==> src/rtl/dc_frame_line_scheduler_pkg.sv <==
// Shared types and default widths for the frame/line scheduler.
package dc_sched_pkg;

  localparam int SCR_SIZE_WIDTH_DEF     = 12;
  localparam int TEX_SIZE_WIDTH_DEF     = 12;
  localparam int LINE_NUMBER_WIDTH_DEF  = 12;
  localparam int UNDERRUN_CNT_WIDTH_DEF = 8;

  typedef enum logic [1:0] {
    WAIT_FRAME,
    ISSUE_CTL,
    RUN_LINE,
    FRAME_DONE
  } sched_state_e;

endpackage

==> src/rtl/dc_frame_line_scheduler_if.sv <==
// IPU control, texture-request and line-fetch handshakes around the scheduler.
interface dc_frame_line_scheduler_if
  import dc_sched_pkg::*;
#(
  parameter int SCR_W = SCR_SIZE_WIDTH_DEF,
  parameter int TEX_W = TEX_SIZE_WIDTH_DEF,
  parameter int LN_W  = LINE_NUMBER_WIDTH_DEF
) ();

  logic             ctl_valid;
  logic             ctl_ready;
  logic [SCR_W-1:0] ctl_screen_y;
  logic             status_done;
  logic             tex_request_valid;
  logic             tex_request_ready;
  logic [TEX_W-1:0] tex_request_y;
  logic             line_data_valid;
  logic             line_data_ready;
  logic [LN_W-1:0]  line_number;

  modport master (
    output ctl_valid, ctl_screen_y, tex_request_ready, line_data_valid, line_number,
    input  ctl_ready, status_done, tex_request_valid, tex_request_y, line_data_ready
  );

  modport slave (
    input  ctl_valid, ctl_screen_y, tex_request_ready, line_data_valid, line_number,
    output ctl_ready, status_done, tex_request_valid, tex_request_y, line_data_ready
  );

endinterface

==> src/rtl/dc_frame_line_scheduler_req_bridge.sv <==
// One-entry valid/ready register; the held entry always drains, new entries
// are taken only while accept_en_i is set.
module dc_req_bridge #(
  parameter int IN_W  = 12,
  parameter int OUT_W = 12
) (
  input  logic             clk,
  input  logic             nrst,
  input  logic             en_i,
  input  logic             accept_en_i,
  input  logic             in_valid_i,
  output logic             in_ready_o,
  input  logic [IN_W-1:0]  in_data_i,
  output logic             out_valid_o,
  input  logic             out_ready_i,
  output logic [OUT_W-1:0] out_data_o
);

  logic             valid_q;
  logic [OUT_W-1:0] data_q;

  assign in_ready_o  = accept_en_i & ~valid_q;
  assign out_valid_o = valid_q;
  assign out_data_o  = data_q;

  always_ff @(posedge clk or negedge nrst) begin
    if (!nrst) begin
      valid_q <= 1'b0;
      data_q  <= '0;
    end else if (en_i) begin
      if (in_valid_i && in_ready_o) begin
        valid_q <= 1'b1;
        data_q  <= OUT_W'(in_data_i);
      end else if (out_ready_i) begin
        valid_q <= 1'b0;
      end
    end
  end

endmodule

==> src/rtl/dc_frame_line_scheduler.sv <==
// Walks the IPU through one output frame line by line, bridging texture-line
// requests to the fetch unit and tracking frame completion and underruns.
//
//   state      | meaning
//   WAIT_FRAME | idle, waiting for vertical-blanking falling edge
//   ISSUE_CTL  | presenting ctl for line y to the IPU
//   RUN_LINE   | IPU working on line y, waiting for status_done
//   FRAME_DONE | frame_finished pulse cycle
module dc_frame_line_scheduler
  import dc_sched_pkg::*;
#(
  parameter int SCR_SIZE_WIDTH     = SCR_SIZE_WIDTH_DEF,
  parameter int TEX_SIZE_WIDTH     = TEX_SIZE_WIDTH_DEF,
  parameter int LINE_NUMBER_WIDTH  = LINE_NUMBER_WIDTH_DEF,
  parameter int UNDERRUN_CNT_WIDTH = UNDERRUN_CNT_WIDTH_DEF
) (
  input  logic                          clk,
  input  logic                          nrst,
  input  logic                          en_i,
  input  logic                          vertical_blanking_i,
  input  logic [SCR_SIZE_WIDTH-1:0]     cfg_screen_height_i,
  dc_frame_line_scheduler_if.master     bus,
  output logic                          frame_finished_o,
  output logic                          frame_underrun_o,
  output logic [UNDERRUN_CNT_WIDTH-1:0] underrun_count_o
);

  sched_state_e                  state_q;
  logic [SCR_SIZE_WIDTH-1:0]     y_q;
  logic [SCR_SIZE_WIDTH-1:0]     h_q;
  logic                          vblank_prev_q;
  logic                          ctl_valid_q;
  logic                          frame_finished_q;
  logic                          frame_underrun_q;
  logic [UNDERRUN_CNT_WIDTH-1:0] underrun_cnt_q;

  logic frame_start;
  logic vblank_rise;
  logic last_line;
  logic cnt_sat;

  assign frame_start = vblank_prev_q & ~vertical_blanking_i;
  assign vblank_rise = ~vblank_prev_q & vertical_blanking_i;
  assign last_line   = (y_q == h_q - SCR_SIZE_WIDTH'(1));
  assign cnt_sat     = &underrun_cnt_q;

  always_ff @(posedge clk or negedge nrst) begin
    if (!nrst) begin
      state_q          <= WAIT_FRAME;
      y_q              <= '0;
      h_q              <= '0;
      vblank_prev_q    <= 1'b1;
      ctl_valid_q      <= 1'b0;
      frame_finished_q <= 1'b0;
      frame_underrun_q <= 1'b0;
      underrun_cnt_q   <= '0;
    end else if (en_i) begin
      vblank_prev_q    <= vertical_blanking_i;
      frame_finished_q <= 1'b0;
      case (state_q)
        WAIT_FRAME: begin
          if (frame_start) begin
            h_q              <= cfg_screen_height_i;
            y_q              <= '0;
            frame_underrun_q <= 1'b0;
            if (cfg_screen_height_i == '0) begin
              frame_finished_q <= 1'b1;
            end else begin
              ctl_valid_q <= 1'b1;
              state_q     <= ISSUE_CTL;
            end
          end
        end
        ISSUE_CTL: begin
          if (vblank_rise) begin
            frame_underrun_q <= 1'b1;
            if (!cnt_sat) underrun_cnt_q <= underrun_cnt_q + 1'b1;
            ctl_valid_q <= 1'b0;
            state_q     <= WAIT_FRAME;
          end else if (bus.ctl_ready) begin
            ctl_valid_q <= 1'b0;
            state_q     <= RUN_LINE;
          end
        end
        RUN_LINE: begin
          // Finishing the last line beats a coincident vblank rise.
          if (bus.status_done && last_line) begin
            frame_finished_q <= 1'b1;
            state_q          <= FRAME_DONE;
          end else if (vblank_rise) begin
            frame_underrun_q <= 1'b1;
            if (!cnt_sat) underrun_cnt_q <= underrun_cnt_q + 1'b1;
            state_q <= WAIT_FRAME;
          end else if (bus.status_done) begin
            y_q         <= y_q + SCR_SIZE_WIDTH'(1);
            ctl_valid_q <= 1'b1;
            state_q     <= ISSUE_CTL;
          end
        end
        FRAME_DONE: state_q <= WAIT_FRAME;
        default:    state_q <= WAIT_FRAME;
      endcase
    end
  end

  dc_req_bridge #(
    .IN_W  (TEX_SIZE_WIDTH),
    .OUT_W (LINE_NUMBER_WIDTH)
  ) u_req_bridge (
    .clk         (clk),
    .nrst        (nrst),
    .en_i        (en_i),
    .accept_en_i (state_q != WAIT_FRAME),
    .in_valid_i  (bus.tex_request_valid),
    .in_ready_o  (bus.tex_request_ready),
    .in_data_i   (bus.tex_request_y),
    .out_valid_o (bus.line_data_valid),
    .out_ready_i (bus.line_data_ready),
    .out_data_o  (bus.line_number)
  );

  assign bus.ctl_valid    = ctl_valid_q;
  assign bus.ctl_screen_y = y_q;
  assign frame_finished_o = frame_finished_q;
  assign frame_underrun_o = frame_underrun_q;
  assign underrun_count_o = underrun_cnt_q;

endmodule

==> src/flat_wrapper.sv <==
// flat-port wrapper written by rule: the top's interface ports become plain ports
module dc_frame_line_scheduler_flat import dc_sched_pkg::*;
#(
  parameter int SCR_SIZE_WIDTH     = SCR_SIZE_WIDTH_DEF,
  parameter int TEX_SIZE_WIDTH     = TEX_SIZE_WIDTH_DEF,
  parameter int LINE_NUMBER_WIDTH  = LINE_NUMBER_WIDTH_DEF,
  parameter int UNDERRUN_CNT_WIDTH = UNDERRUN_CNT_WIDTH_DEF
)
  (clk, nrst, en_i, vertical_blanking_i, cfg_screen_height_i, frame_finished_o, frame_underrun_o, underrun_count_o, bus_ctl_valid, bus_ctl_screen_y, bus_tex_request_ready, bus_line_data_valid, bus_line_number, bus_ctl_ready, bus_status_done, bus_tex_request_valid, bus_tex_request_y, bus_line_data_ready);
  dc_frame_line_scheduler_if bus_i ();
  input  logic clk;
  input  logic nrst;
  input  logic en_i;
  input  logic vertical_blanking_i;
  input  logic [SCR_SIZE_WIDTH-1:0] cfg_screen_height_i;
  output logic frame_finished_o;
  output logic frame_underrun_o;
  output logic [UNDERRUN_CNT_WIDTH-1:0] underrun_count_o;
  output wire logic [$bits(bus_i.ctl_valid)-1:0] bus_ctl_valid;
  output wire logic [$bits(bus_i.ctl_screen_y)-1:0] bus_ctl_screen_y;
  output wire logic [$bits(bus_i.tex_request_ready)-1:0] bus_tex_request_ready;
  output wire logic [$bits(bus_i.line_data_valid)-1:0] bus_line_data_valid;
  output wire logic [$bits(bus_i.line_number)-1:0] bus_line_number;
  input wire logic [$bits(bus_i.ctl_ready)-1:0] bus_ctl_ready;
  input wire logic [$bits(bus_i.status_done)-1:0] bus_status_done;
  input wire logic [$bits(bus_i.tex_request_valid)-1:0] bus_tex_request_valid;
  input wire logic [$bits(bus_i.tex_request_y)-1:0] bus_tex_request_y;
  input wire logic [$bits(bus_i.line_data_ready)-1:0] bus_line_data_ready;
  assign bus_ctl_valid = bus_i.ctl_valid;
  assign bus_ctl_screen_y = bus_i.ctl_screen_y;
  assign bus_tex_request_ready = bus_i.tex_request_ready;
  assign bus_line_data_valid = bus_i.line_data_valid;
  assign bus_line_number = bus_i.line_number;
  assign bus_i.ctl_ready = bus_ctl_ready;
  assign bus_i.status_done = bus_status_done;
  assign bus_i.tex_request_valid = bus_tex_request_valid;
  assign bus_i.tex_request_y = bus_tex_request_y;
  assign bus_i.line_data_ready = bus_line_data_ready;
  dc_frame_line_scheduler #(.SCR_SIZE_WIDTH(SCR_SIZE_WIDTH), .TEX_SIZE_WIDTH(TEX_SIZE_WIDTH), .LINE_NUMBER_WIDTH(LINE_NUMBER_WIDTH), .UNDERRUN_CNT_WIDTH(UNDERRUN_CNT_WIDTH)) u_core (.clk(clk), .nrst(nrst), .en_i(en_i), .vertical_blanking_i(vertical_blanking_i), .cfg_screen_height_i(cfg_screen_height_i), .bus(bus_i), .frame_finished_o(frame_finished_o), .frame_underrun_o(frame_underrun_o), .underrun_count_o(underrun_count_o));
endmodule
==> config.mk <==
export PLATFORM = sky130hd
export DESIGN_NAME = dc_frame_line_scheduler_flat
export DESIGN_NICKNAME = d
export VERILOG_FILES = /design/src/rtl/dc_frame_line_scheduler_pkg.sv /design/src/rtl/dc_frame_line_scheduler_if.sv /design/src/rtl/dc_frame_line_scheduler_req_bridge.sv /design/src/rtl/dc_frame_line_scheduler.sv /design/src/flat_wrapper.sv
export SDC_FILE = /design/constraint.sdc
export NUM_CORES = 1
export LEC_CHECK = 0
export BUFFER_PORTS_ARGS = -buffer_cell sky130_fd_sc_hd__buf_2
export CORE_ASPECT_RATIO = 1.2
export CORE_UTILIZATION = 57
export CTS_CLUSTER_SIZE = 30
export DETAILED_ROUTE_END_ITERATION = 12
export GPL_TIMING_DRIVEN = 0
export PLACE_DENSITY = 0.84
export SLEW_MARGIN = 15
export SYNTH_ARGS = -nofsm -noshare
export SYNTH_HDL_FRONTEND = slang
export SYNTH_SLANG_ARGS = --single-unit
==> constraint.sdc <==
create_clock -name clk -period 9.4 [get_ports clk]
set_input_delay 0.47 -clock clk [delete_from_list [all_inputs] [get_ports clk]]
set_output_delay 0.47 -clock clk [all_outputs]
set_load 0.01 [all_outputs]
# Word level (Yosys, flattened, before mapping)
# Index checks and enable logic that the tools add are counted.
# totals
out_inout_bits	37
inputBits	32
reg_bits	51
mem_count	0
mem_bits_rw	0
rom_bits	0
elab_cells	83
latchBits	0
# op_classes
n_div	0
n_addsub	3
bitwise_logic	6
reduce_logical	18
n_eq_ne	11
muxes	35
shifts	0
n_mul	0
magnitude_cmp	0
# ops
operator	n
$mux 12	4
$mux 8	3
$pmux 12 s2	1
$pmux 8 s2	1
$reduce_and 8->1	2
$mux 1	15
$mux 2	7
$add 12x1->12 const B	1
$eq 12x12->1	1
$logic_not 12->1	1
$sub 12x1->12 const B	1
$add 8x1->8 const B	1
$ne 2x2->1 const B	4
$pmux 2 s4	1
$reduce_bool 2->1	4
$pmux 1 s3	2
$reduce_and 3->1	2
$reduce_and 6->1	1
$reduce_and 5->1	1
$eq 2x2->1 const B	2
$ne 4x2->1 const B	1
$reduce_and 2->1	2
$reduce_and 4->1	1
$and 1x1->1	3
8 further kinds	11

# Depth between registers and ports, before layout
# Gate-level depths: netlist of run 1.
# depth
word_depth	5
ltp_mapped	10
mapped_depth_nobuf	9

# Hierarchy
# Synthesis of run 1 repeated with hierarchy kept, for this count alone.
# hier_totals
hier_cells	272
hier_area_um2	2952.8
# modules_own_cells
module	instances	seq_area_each_um2	area_each_um2	cells_per_inst
dc_frame_line_scheduler	1	952.2	2401.1	242
dc_req_bridge	1	325.3	551.8	30

# Least setup slack after synthesis of run 1
# No wires, ideal clock.
# synth_timing
path_kind	register -> register
start	register u_core.h_q[0]
end	register u_core.underrun_cnt_q[2], in the netlist u_core.underrun_count_o[2]
setup_time_ns	0.128
period_less_slack_ns	3.068
path_buffers	1
t_arrival_ns	2.940
required_time_ns	9.272
path_slack_ns	6.332
path_stages_with_launch	11
cell_sequence	dfrtp_1 inv_1 ha_1 or4b_4 or2_1 a2111oi_2 a211oi_1 or4_4 buf_2 nand3_1 mux2_1
# synth_via
elab_chain_cells	5
# synth_rtl
element	line_no	text
from (decl)	dc_frame_line_scheduler.sv:30	logic [SCR_SIZE_WIDTH-1:0] h_q;
from (signal assigned)	dc_frame_line_scheduler.sv:63	h_q <= cfg_screen_height_i;
$sub 12x1->12	dc_frame_line_scheduler.sv:44	assign last_line = (y_q == h_q - SCR_SIZE_WIDTH'(1));
$eq 12x12->1	dc_frame_line_scheduler.sv:44	
$logic_and 1x1->1	dc_frame_line_scheduler.sv:87	if (bus.status_done && last_line) begin
$ne 2x2->1 (no line)	-	
$reduce_and 3->1 (no line)	-	
to (signal assigned)	dc_frame_line_scheduler.sv:77	if (!cnt_sat) underrun_cnt_q <= underrun_cnt_q + 1'b1;
to (signal assigned)	dc_frame_line_scheduler.sv:92	if (!cnt_sat) underrun_cnt_q <= underrun_cnt_q + 1'b1;
to (decl)	dc_frame_line_scheduler.sv:35	logic [UNDERRUN_CNT_WIDTH-1:0] underrun_cnt_q;
# Every way passes these cells.
# A chain may end at the register's enable or synchronous reset.

# Final worst setup path of run 1
# Same ends and word-level chain as after synthesis.

==> flow_summary.toml, run 1 <==
[yosys]
synth.top_cells.by_count = "dfrtp_1 (50), mux2_2 (26), nand2_1 (21), nor2_1 (18)"
synthMuxAreaShare = 0.138
synth-simple-area-share = 0.179
netlist_area_um2 = 2820
synth_seq_cells = 51
ys_seq_area_frac = 0.453
synth.most_common_cell = "dfrtp_1"
synth-edff-count = 0
synth-adder-area-share = 0.0346
syn_area_per_cell_um2 = 10.4
synth_async_sr_flop_share = 1.00
synth_fp_nets = 311
yosysTopAreaCell = "dfrtp_1"
ys.flop_type = "dfrtp_1"
synth_cells = 272
synth_top_family_by_area = "simple AND/OR/NAND/NOR gates"
synthTopCellsByArea = "dfrtp_1 (44%), mux2_2 (10%), ha_1 (3.1%)"
yosys_warnings = 0
synth_xor_area_frac = 0.0560
ys_types = 50
yosys.area.top_type_share = 0.444
synth-compound-area-share = 0.109

[timing]
slew_violations = 0
worst_pin_slew_ns = 0.616
hold_viol_final = 0
fin_crit_sh = 0.356
finalClockSkew_ns = 0.00244
relSlewSlack = 0.589
timing.fmax_mhz = 299
rsz0062_at_grt = "false"
fin_tns_setup_ns = 0
setup_viol = 0
min_period_ns = 3.35
setup_ws_ns = 6.05

[cts]
cts_tree = "done"
htreeDepth = 2
postCtsHoldBufs = 0
clkSinkCount = 51
cts-buffers-inserted = 5
post-cts-setup-buffer-count = 0
ctsLongestPathBuffers = 2
cts-resized-gates = 0
root_buffer = "clkbuf_8"
clkTransAtPathRegs_ns = 0.09
clkLatencyLatePin_ns = 0.30

[floorplan]
die_w_um = 66.2
initial_utilization = 0.604
core-area_um2 = 4660
rows = 27
ios = 69
die_y_um = 79.0
die-area_um2 = 5230

[job]
maxCapViolCount = 0

[final_layout]
diodes = 0
n_fill_cell = 364
drive_gt1_frac = 0.319
regArea_um2 = 1280
design_area_um2 = 3340
area_delta_synth_final_pct = 18.5
final_cells = 406
nets = 386
multi_input_area_um2 = 1460

[outcome]
status = "completed"

[pwr]
p_comb_frac = 0.406
internal-power_w = 0.000554
pwr-share-seq = 0.423
vdd_ir_drop_max_v = 0.000172
p_per_area_nw_per_um2 = 262
p_sw_w = 0.000323
p_clk_frac = 0.171
switching_share = 0.368
leakagePower_nw = 1.58

[placed_design]
dpl.hpwl_mm = 4.38
place_area_um2 = 3230
post-place-ws_ns = 6.08
placed_cells = 398
io_buffers = 68
gp_congestion = 0.866

[hold_path]
hold_class = "in2async"

[critical_path]
cp.arrival_ns = 3.54
path_cells = "inv_1, ha_1, or4b_4, or2_1, a2111oi_2, a211oi_1, or4_4, buf_2, nand3_1, mux2_1"
worst_setup_path_start_kind = "flip-flop"
path_max_fanout = 10
cp.required_ns = 9.59
cp_slowest_cell = "or4_4"
slowest_delay_ns = 0.61
crit_family = "simple AND/OR/NAND/NOR gates"
cp-end-kind = "flip-flop"
setup.worst_path.class = "reg2reg"
cp_num_buf_inv = 2

[grt]
antenna_found_initial = 0
grt_usage = 0.247
grt_pass1_wl_mm = 9.92
grt_max_degree = 52
overflow = 0
grt_pass1_vias = 2341

[routing]
drt_wl_total_mm = 5.78
drc_errors = 0
drt-vias-per-instance = 5.86
vias = 2379
ant_nets = 0
wire_per_inst_um = 14.2
dr.pass1.iters = 4
drtIter0Drc = 132
## area by class of cell
class,count,share of cell area
timing repair buffer,68,0.103
buffer,11,0.0131
clock buffer,7,0.0229
tap,58,0.0217
inverter,11,0.0124
multi-input combinational,199,0.436
clock inverter,1,0.00899
sequential,51,0.383
## metrics by stage
step	utilization	total power (W)	hold slack, ns
after floorplan	-	0.000614	0.174
after global placement	0.693	0.000711	0.482
after detailed placement	0.693	0.000730	0.490
after CTS	0.716	0.000880	0.390
after global routing	0.716	0.000942	0.234
final	0.716	0.000876	0.178
## logic make-up after synthesis
family	Yosys count
compound gates	46
xor+xnor	18
flops	51
fa+ha+maj	8
mux	34
buf+inv	22
simple gates	93
## worst register-to-register path, cell delays in order (launching register included)
cell and delay [ns]:
dfrtp_1 0.43, inv_1 0.07, ha_1 0.24, or4b_4 0.51
or2_1 0.28, a2111oi_2 0.30, a211oi_1 0.14, or4_4 0.61
buf_2 0.22, nand3_1 0.11, mux2_1 0.32
## power by group through the flow
stage	clock network [W]	registers (W)	logic [W]
5_1_grt	0.000160	0.000383	0.000399
4_1_cts	0.000152	0.000370	0.000359
3_3_place_gp	0	0.000368	0.000343
3_5_place_dp	0	0.000373	0.000357
6_report	0.000150	0.000370	0.000356
2_1_floorplan	0	0.000382	0.000232
## flip-flops by register name (all words and copies together) (netlist names)
name / count
u_core.bus.ctl_screen_y: 12
u_core.h_q: 12
u_core.frame_underrun_o: 1
u_core.u_req_bridge.out_data_o: 12
u_core.frame_finished_o: 1
u_core.vblank_prev_q: 1
u_core.state_q: 2
u_core.underrun_count_o: 8
u_core.bus.ctl_valid: 1
u_core.u_req_bridge.out_valid_o: 1
## per-layer routing
layer  part of all wire  GRT usage  vias up
met5                  0          0        -
met2               0.51      0.423       71
met4              0.017      0.104        0
li1                   -          -     1139
met1               0.42      0.292     1158
met3              0.049     0.0589       11
## worst paths after layout
kind / depth (start not counted) / startpoint / slack, ns / endpoint
setup / recovery: 10 / u_core.h_q[0] / 6.05 / u_core.underrun_count_o[2]
hold / removal: 1 / nrst / 0.18 / u_core.bus.ctl_screen_y[9]
setup reg to reg: 10 / u_core.h_q[0] / 6.05 / u_core.underrun_count_o[2]
hold reg to reg: 1 / u_core.u_req_bridge.out_data_o[1] / 0.51 / u_core.u_req_bridge.out_data_o[1]
max in group asynchronous: 1 / nrst / 8.81 / u_core.state_q[1]
min in group clk: 2 / bus_tex_request_y[11] / 0.39 / u_core.u_req_bridge.out_data_o[11]
## placed cells by master (no fill, tap or decap), types with 3 or more instances in the layout
master | Yosys | routed
nand3_1 | 10 | 10
o31ai_1 | 6 | 6
nand2_1 | 21 | 21
nor3_1 | 5 | 5
o21ai_1 | 9 | 9
xor2_1 | 8 | 8
or3_1 | 3 | 3
nand4_1 | 6 | 6
a31oi_1 | 4 | 4
mux2_2 | 26 | 26
and3_1 | 5 | 5
a21oi_1 | 7 | 7
nand2b_1 | 3 | 3
nor2_1 | 18 | 18
mux2_1 | 4 | 4
dfrtp_1 | 50 | 50
o21ai_0 | 7 | 7
or4_1 | 4 | 4
and4_1 | 3 | 3
buf_2 | 2 | 69
xnor2_1 | 10 | 10
and2_1 | 3 | 3
clkbuf_1 | 7 | 9
clkbuf_8 | 0 | 5
ha_1 | 7 | 7
inv_1 | 10 | 10
nor4_1 | 4 | 4
Note: power is estimated with default switching activity, not from simulation.
==> run 2, diff against run 1 <==
--- a/config.mk
+++ b/config.mk
@@ -7,11 +7,11 @@
 export LEC_CHECK = 0
 export BUFFER_PORTS_ARGS = -buffer_cell sky130_fd_sc_hd__buf_2
 export CORE_ASPECT_RATIO = 1.2
-export CORE_UTILIZATION = 57
+export CORE_UTILIZATION = 48
 export CTS_CLUSTER_SIZE = 30
 export DETAILED_ROUTE_END_ITERATION = 12
 export GPL_TIMING_DRIVEN = 0
-export PLACE_DENSITY = 0.84
+export PLACE_DENSITY = 0.76
 export SLEW_MARGIN = 15
 export SYNTH_ARGS = -nofsm -noshare
 export SYNTH_HDL_FRONTEND = slang
==> constraint.sdc (replaced) <==
create_clock -name clk -period 2.95 [get_ports clk]
set_input_delay 0.1475 -clock clk [delete_from_list [all_inputs] [get_ports clk]]
set_output_delay 0.1475 -clock clk [all_outputs]
set_load 0.01 [all_outputs]
==> run 2 against run 1 <==
Clock skew is 0.012 ns higher. Via count is 1.3% higher. Critical endpoint unchanged. Combinational power grew to 3.8 times the previous value. Die area is 18% higher. Hold slack worse by 0.11 ns. Final cell count is 8.1% higher. Utilization is 8.5 points lower. Final area is 7.2% higher.
==> flow_summary.toml, run 2 (same netlist as run 1, synthesis figures left out) <==
[timing]
relSlewSlack = 0.569
setup_viol = 0
timing.fmax_mhz = 344
worst_pin_slew_ns = 0.646
setup_ws_ns = 0.0443
hold_ws_ns = 0.0638
finalClockSkew_ns = 0.0140
rsz0062_at_grt = "true"
slew_violations = 0
hold_viol_final = 0
fin_crit_sh = 0.985
min_period_ns = 2.91

[cts]
cts-buffers-inserted = 5
cts_tree = "done"
clkLatencyLatePin_ns = 0.31
ctsLongestPathBuffers = 2
clkTransAtPathRegs_ns = 0.10
htreeDepth = 2
clkSinkCount = 51
root_buffer = "clkbuf_8"

[grt]
grt_pass1_wl_mm = 10.4
grt_pass1_vias = 2342
antenna_found_initial = 0
grt_usage = 0.214
grt_max_degree = 52
overflow = 0

[final_layout]
diodes = 0
final_cells = 439
layout_common_cells = "buf_2 (67), dfrtp_1 (50), mux2_2 (25)"
n_fill_cell = 462
area_delta_synth_final_pct = 27.0
drive_gt1_frac = 0.384
nets = 397
fin_util = 0.632
final_common_cell = "buf_2"

[floorplan]
die_w_um = 71.9
rows = 30
ios = 69
core-area_um2 = 5670
die_y_um = 85.9
initial_utilization = 0.497
die-area_um2 = 6180

[critical_path]
cp-end-kind = "flip-flop"
path_max_fanout = 6
worst_setup_path_start_kind = "flip-flop"
cp.required_ns = 3.16
cp.arrival_ns = 3.12
r2r_slack_ns = 0.04
setup.worst_path.class = "reg2reg"

[routing]
drtIter0Drc = 89
dr.pass1.iters = 4
drc_errors = 0
drt-vias-per-instance = 5.49
ant_nets = 0
drt_wl_total_mm = 6.17
vias = 2410
wire_per_inst_um = 14.1

[placed_design]
placed_cells = 420
io_buffers = 68
gp_congestion = 0.849
post-place-ws_ns = -0.150
dpl.hpwl_mm = 4.43

[job]
maxCapViolCount = 0

[pwr]
vdd_ir_drop_max_v = 0.000511
p_total_w = 0.00305
leakagePower_nw = 1.66
p_per_area_nw_per_um2 = 852

[outcome]
status = "completed"

[hold_path]
hold_class = "in2reg"
[run 2: worst paths after layout]
kind | start | to | depth (start not counted)
setup / recovery | u_core.h_q[1] | u_core.underrun_count_o[2] | 10
hold / removal | bus_tex_request_y[11] | u_core.u_req_bridge.out_data_o[11] | 2
setup reg to reg | u_core.h_q[1] | u_core.underrun_count_o[2] | 10
hold reg to reg | u_core.u_req_bridge.out_data_o[11] | u_core.u_req_bridge.out_data_o[11] | 1
max in group asynchronous | nrst | u_core.u_req_bridge.out_data_o[6] | 2
min in group asynchronous | nrst | u_core.underrun_count_o[5] | 2
[run 2: critical path: stages (launching register included)]
cell and delay [ns]:
dfrtp_1 0.39, inv_2 0.07, ha_4 0.16, or4b_4 0.47
or2_4 0.27, a2111oi_4 0.21, a211oi_2 0.10, or4_4 0.58
buf_6 0.16, nand3_1 0.10, mux2_4 0.30
[run 2: through the flow]
stage                     instance area, um2  setup TNS (ns)
after floorplan                         2860               0
after global placement                  3300          -0.498
after detailed placement                3300          -0.849
after CTS                               3490               0
after global routing                    3580          -0.171
final                                   3580               0
[run 2: per-layer routing]
metal	track usage	wire length, um	vias up
met5	0	0	-
met4	0.0820	134	0
met1	0.255	2610	1164
met3	0.0470	247	12
met2	0.373	3180	71
li1	-	-	1163
[run 2: cell type report]
class,instances,area [um2],share of cell area
Clock inverter,2,38.8,0.0108
Multi-Input combinational cell,199,1560,0.435
Buffer,11,53.8,0.0150
Inverter,11,41.3,0.0115
Clock buffer,6,82.6,0.0231
Tap cell,80,100,0.0280
Sequential cell,51,1280,0.357
Timing Repair Buffer,79,428,0.120
[run 2: power breakdown]
part	internal, W	switching, W	leakage (nW)
clock	0.000279	0.000239	0.0618
sequential	0.000945	0.000240	0.642
combinational	0.000680	0.000667	0.958
[run 2: what timing repair did]
action,4_1_cts,5_1_grt
pin swaps,4,5
hold buffers,0,1
setup endpoints to repair,17,16
resized for setup,7,11
buffers inserted,6,4
hold endpoints to repair,0,50
==> run 3, diff against run 2 <==
--- a/config.mk
+++ b/config.mk
@@ -11,7 +11,7 @@
 export CTS_CLUSTER_SIZE = 30
 export DETAILED_ROUTE_END_ITERATION = 12
 export GPL_TIMING_DRIVEN = 0
-export PLACE_DENSITY = 0.76
+export PLACE_DENSITY = 0.78
 export SLEW_MARGIN = 15
 export SYNTH_ARGS = -nofsm -noshare
 export SYNTH_HDL_FRONTEND = slang
==> run 3 against run 2 <==
The flow now finishes with violations (negative setup slack). Count of clock-buffer cells in the layout rose by 1. Clock skew fell by 0.0071 ns. Global-route usage fell by 0.43 points. Combinational power about the same. Sequential share of layout area rose by 0.25 points.
==> flow_summary.toml, run 3 (same netlist as run 1, synthesis figures left out) <==
[final_layout]
drive_gt1_frac = 0.376
final_cells = 436
layout_common_cells = "buf_2 (68), dfrtp_1 (50), mux2_2 (26)"
fin_util = 0.627
design_area_um2 = 3550
diodes = 0
final_common_cell = "buf_2"
nets = 394
area_delta_synth_final_pct = 26.2

[critical_path]
setup.worst_path.class = "reg2reg"
path_max_fanout = 6
reg2reg_depth = 10
cp.required_ns = 3.15
cp-end-kind = "flip-flop"
worst_setup_path_start_kind = "flip-flop"
cp.arrival_ns = 3.17

[cts]
htreeDepth = 2
cts_tree = "done"
cts-buffers-inserted = 5
clkSinkCount = 51
clkLatencyLatePin_ns = 0.30
ctsLongestPathBuffers = 2
clkTransAtPathRegs_ns = 0.09
root_buffer = "clkbuf_8"

[grt]
grt_usage = 0.209
grt_pass1_wl_mm = 10.2
overflow = 0
grt_pass1_vias = 2209
grt_max_degree = 52
antenna_found_initial = 0

[routing]
drc_errors = 0
drt_wl_total_mm = 6.27
drtIter0Drc = 105
drt-vias-per-instance = 5.53
dr.pass1.iters = 4
wire_per_inst_um = 14.4
ant_nets = 0
vias = 2413

[timing]
fin_crit_sh = 1.01
finalClockSkew_ns = 0.00692
worst_pin_slew_ns = 0.633
setup_ws_ns = -0.0215
setup_viol = 2
slew_violations = 0
min_period_ns = 2.97
relSlewSlack = 0.578
hold_viol_final = 0
timing.fmax_mhz = 337
hold_ws_ns = 0.0676
rsz0062_at_grt = "true"

[pwr]
leakagePower_nw = 1.65
p_total_w = 0.00299
p_per_area_nw_per_um2 = 841
vdd_ir_drop_max_v = 0.000434

[floorplan]
die-area_um2 = 6180
die_y_um = 85.9
die_w_um = 71.9
rows = 30
initial_utilization = 0.497
core-area_um2 = 5670
ios = 69

[placed_design]
gp_congestion = 0.853
io_buffers = 68
dpl.hpwl_mm = 4.49
place_area_um2 = 3300
placed_cells = 420

[hold_path]
hold_class = "in2reg"
min_path_cells = 2

[outcome]
status = "complete, but fails checks"
violations = "negative setup slack"

[job]
maxCapViolCount = 0
## run 3: cell types whose count changed in the layout (fill, tap and decap cells not counted), sizes merged
cell  before  now
inv       11   10
buf       82   80
## run 3: final cells by class
class	count	area, um2
inverters	11	41.3
well taps	80	100
flip-flops and latches	51	1280
clock buffers	7	76.3
clock inverters	1	30.0
plain buffers	10	46.3
multi-input cells	199	1570
fillers	478	2110
repair buffers	77	413
## run 3: path summary, 6_finish.rpt
| check | endpoint | slack, ns | start |
|---|---|---|---|
| hold / removal | u_core.u_req_bridge.out_data_o[11] | 0.07 | bus_tex_request_y[11] |
| max in group asynchronous | u_core.h_q[9] | 2.12 | nrst |
| setup / recovery | u_core.underrun_count_o[6] | -0.02 | u_core.h_q[0] |
| setup reg to reg | u_core.underrun_count_o[6] | -0.02 | u_core.h_q[0] |
| min in group asynchronous | u_core.underrun_count_o[5] | 0.40 | nrst |
| hold reg to reg | u_core.u_req_bridge.out_data_o[3] | 0.51 | u_core.u_req_bridge.out_data_o[3] |
## run 3: critical path, stage by stage, from the launching register on
cell and delay [ns]:
dfrtp_1 0.41, inv_2 0.08, ha_4 0.13, or4b_4 0.46, or2_4 0.30, a2111oi_4 0.22, a211oi_2 0.12, or4_4 0.59
buf_6 0.16, nand4_1 0.09, mux2_4 0.30
## run 3: where the power goes
part           internal (W)  switching (W)
logic              0.000657       0.000662
clock network      0.000254       0.000232
registers          0.000946       0.000239
## run 3: metrics by stage
step | setup TNS [ns] | setup slack, ns
after global routing | -0.501 | -0.0992
after global placement | -0.428 | -0.124
after floorplan | 0 | 0.00942
after CTS | -0.00193 | -0.00193
final | -0.0320 | -0.0215
after detailed placement | -1.35 | -0.197
## run 3: layer usage
layer  vias to the layer above  track usage  part of all wire
li1                       1156            -                 -
met1                      1180        0.260              0.43
met2                        71        0.364              0.52
met3                         6       0.0435             0.046
met4                         0       0.0642             0.011
met5                         -            0                 0
## run 3: what timing repair did
item,CTS,global route
setup endpoints to repair,20,22
pin swaps,6,2
resized for setup,8,8
hold endpoints to repair,0,50
hold buffers,0,1
setup buffers,7,1
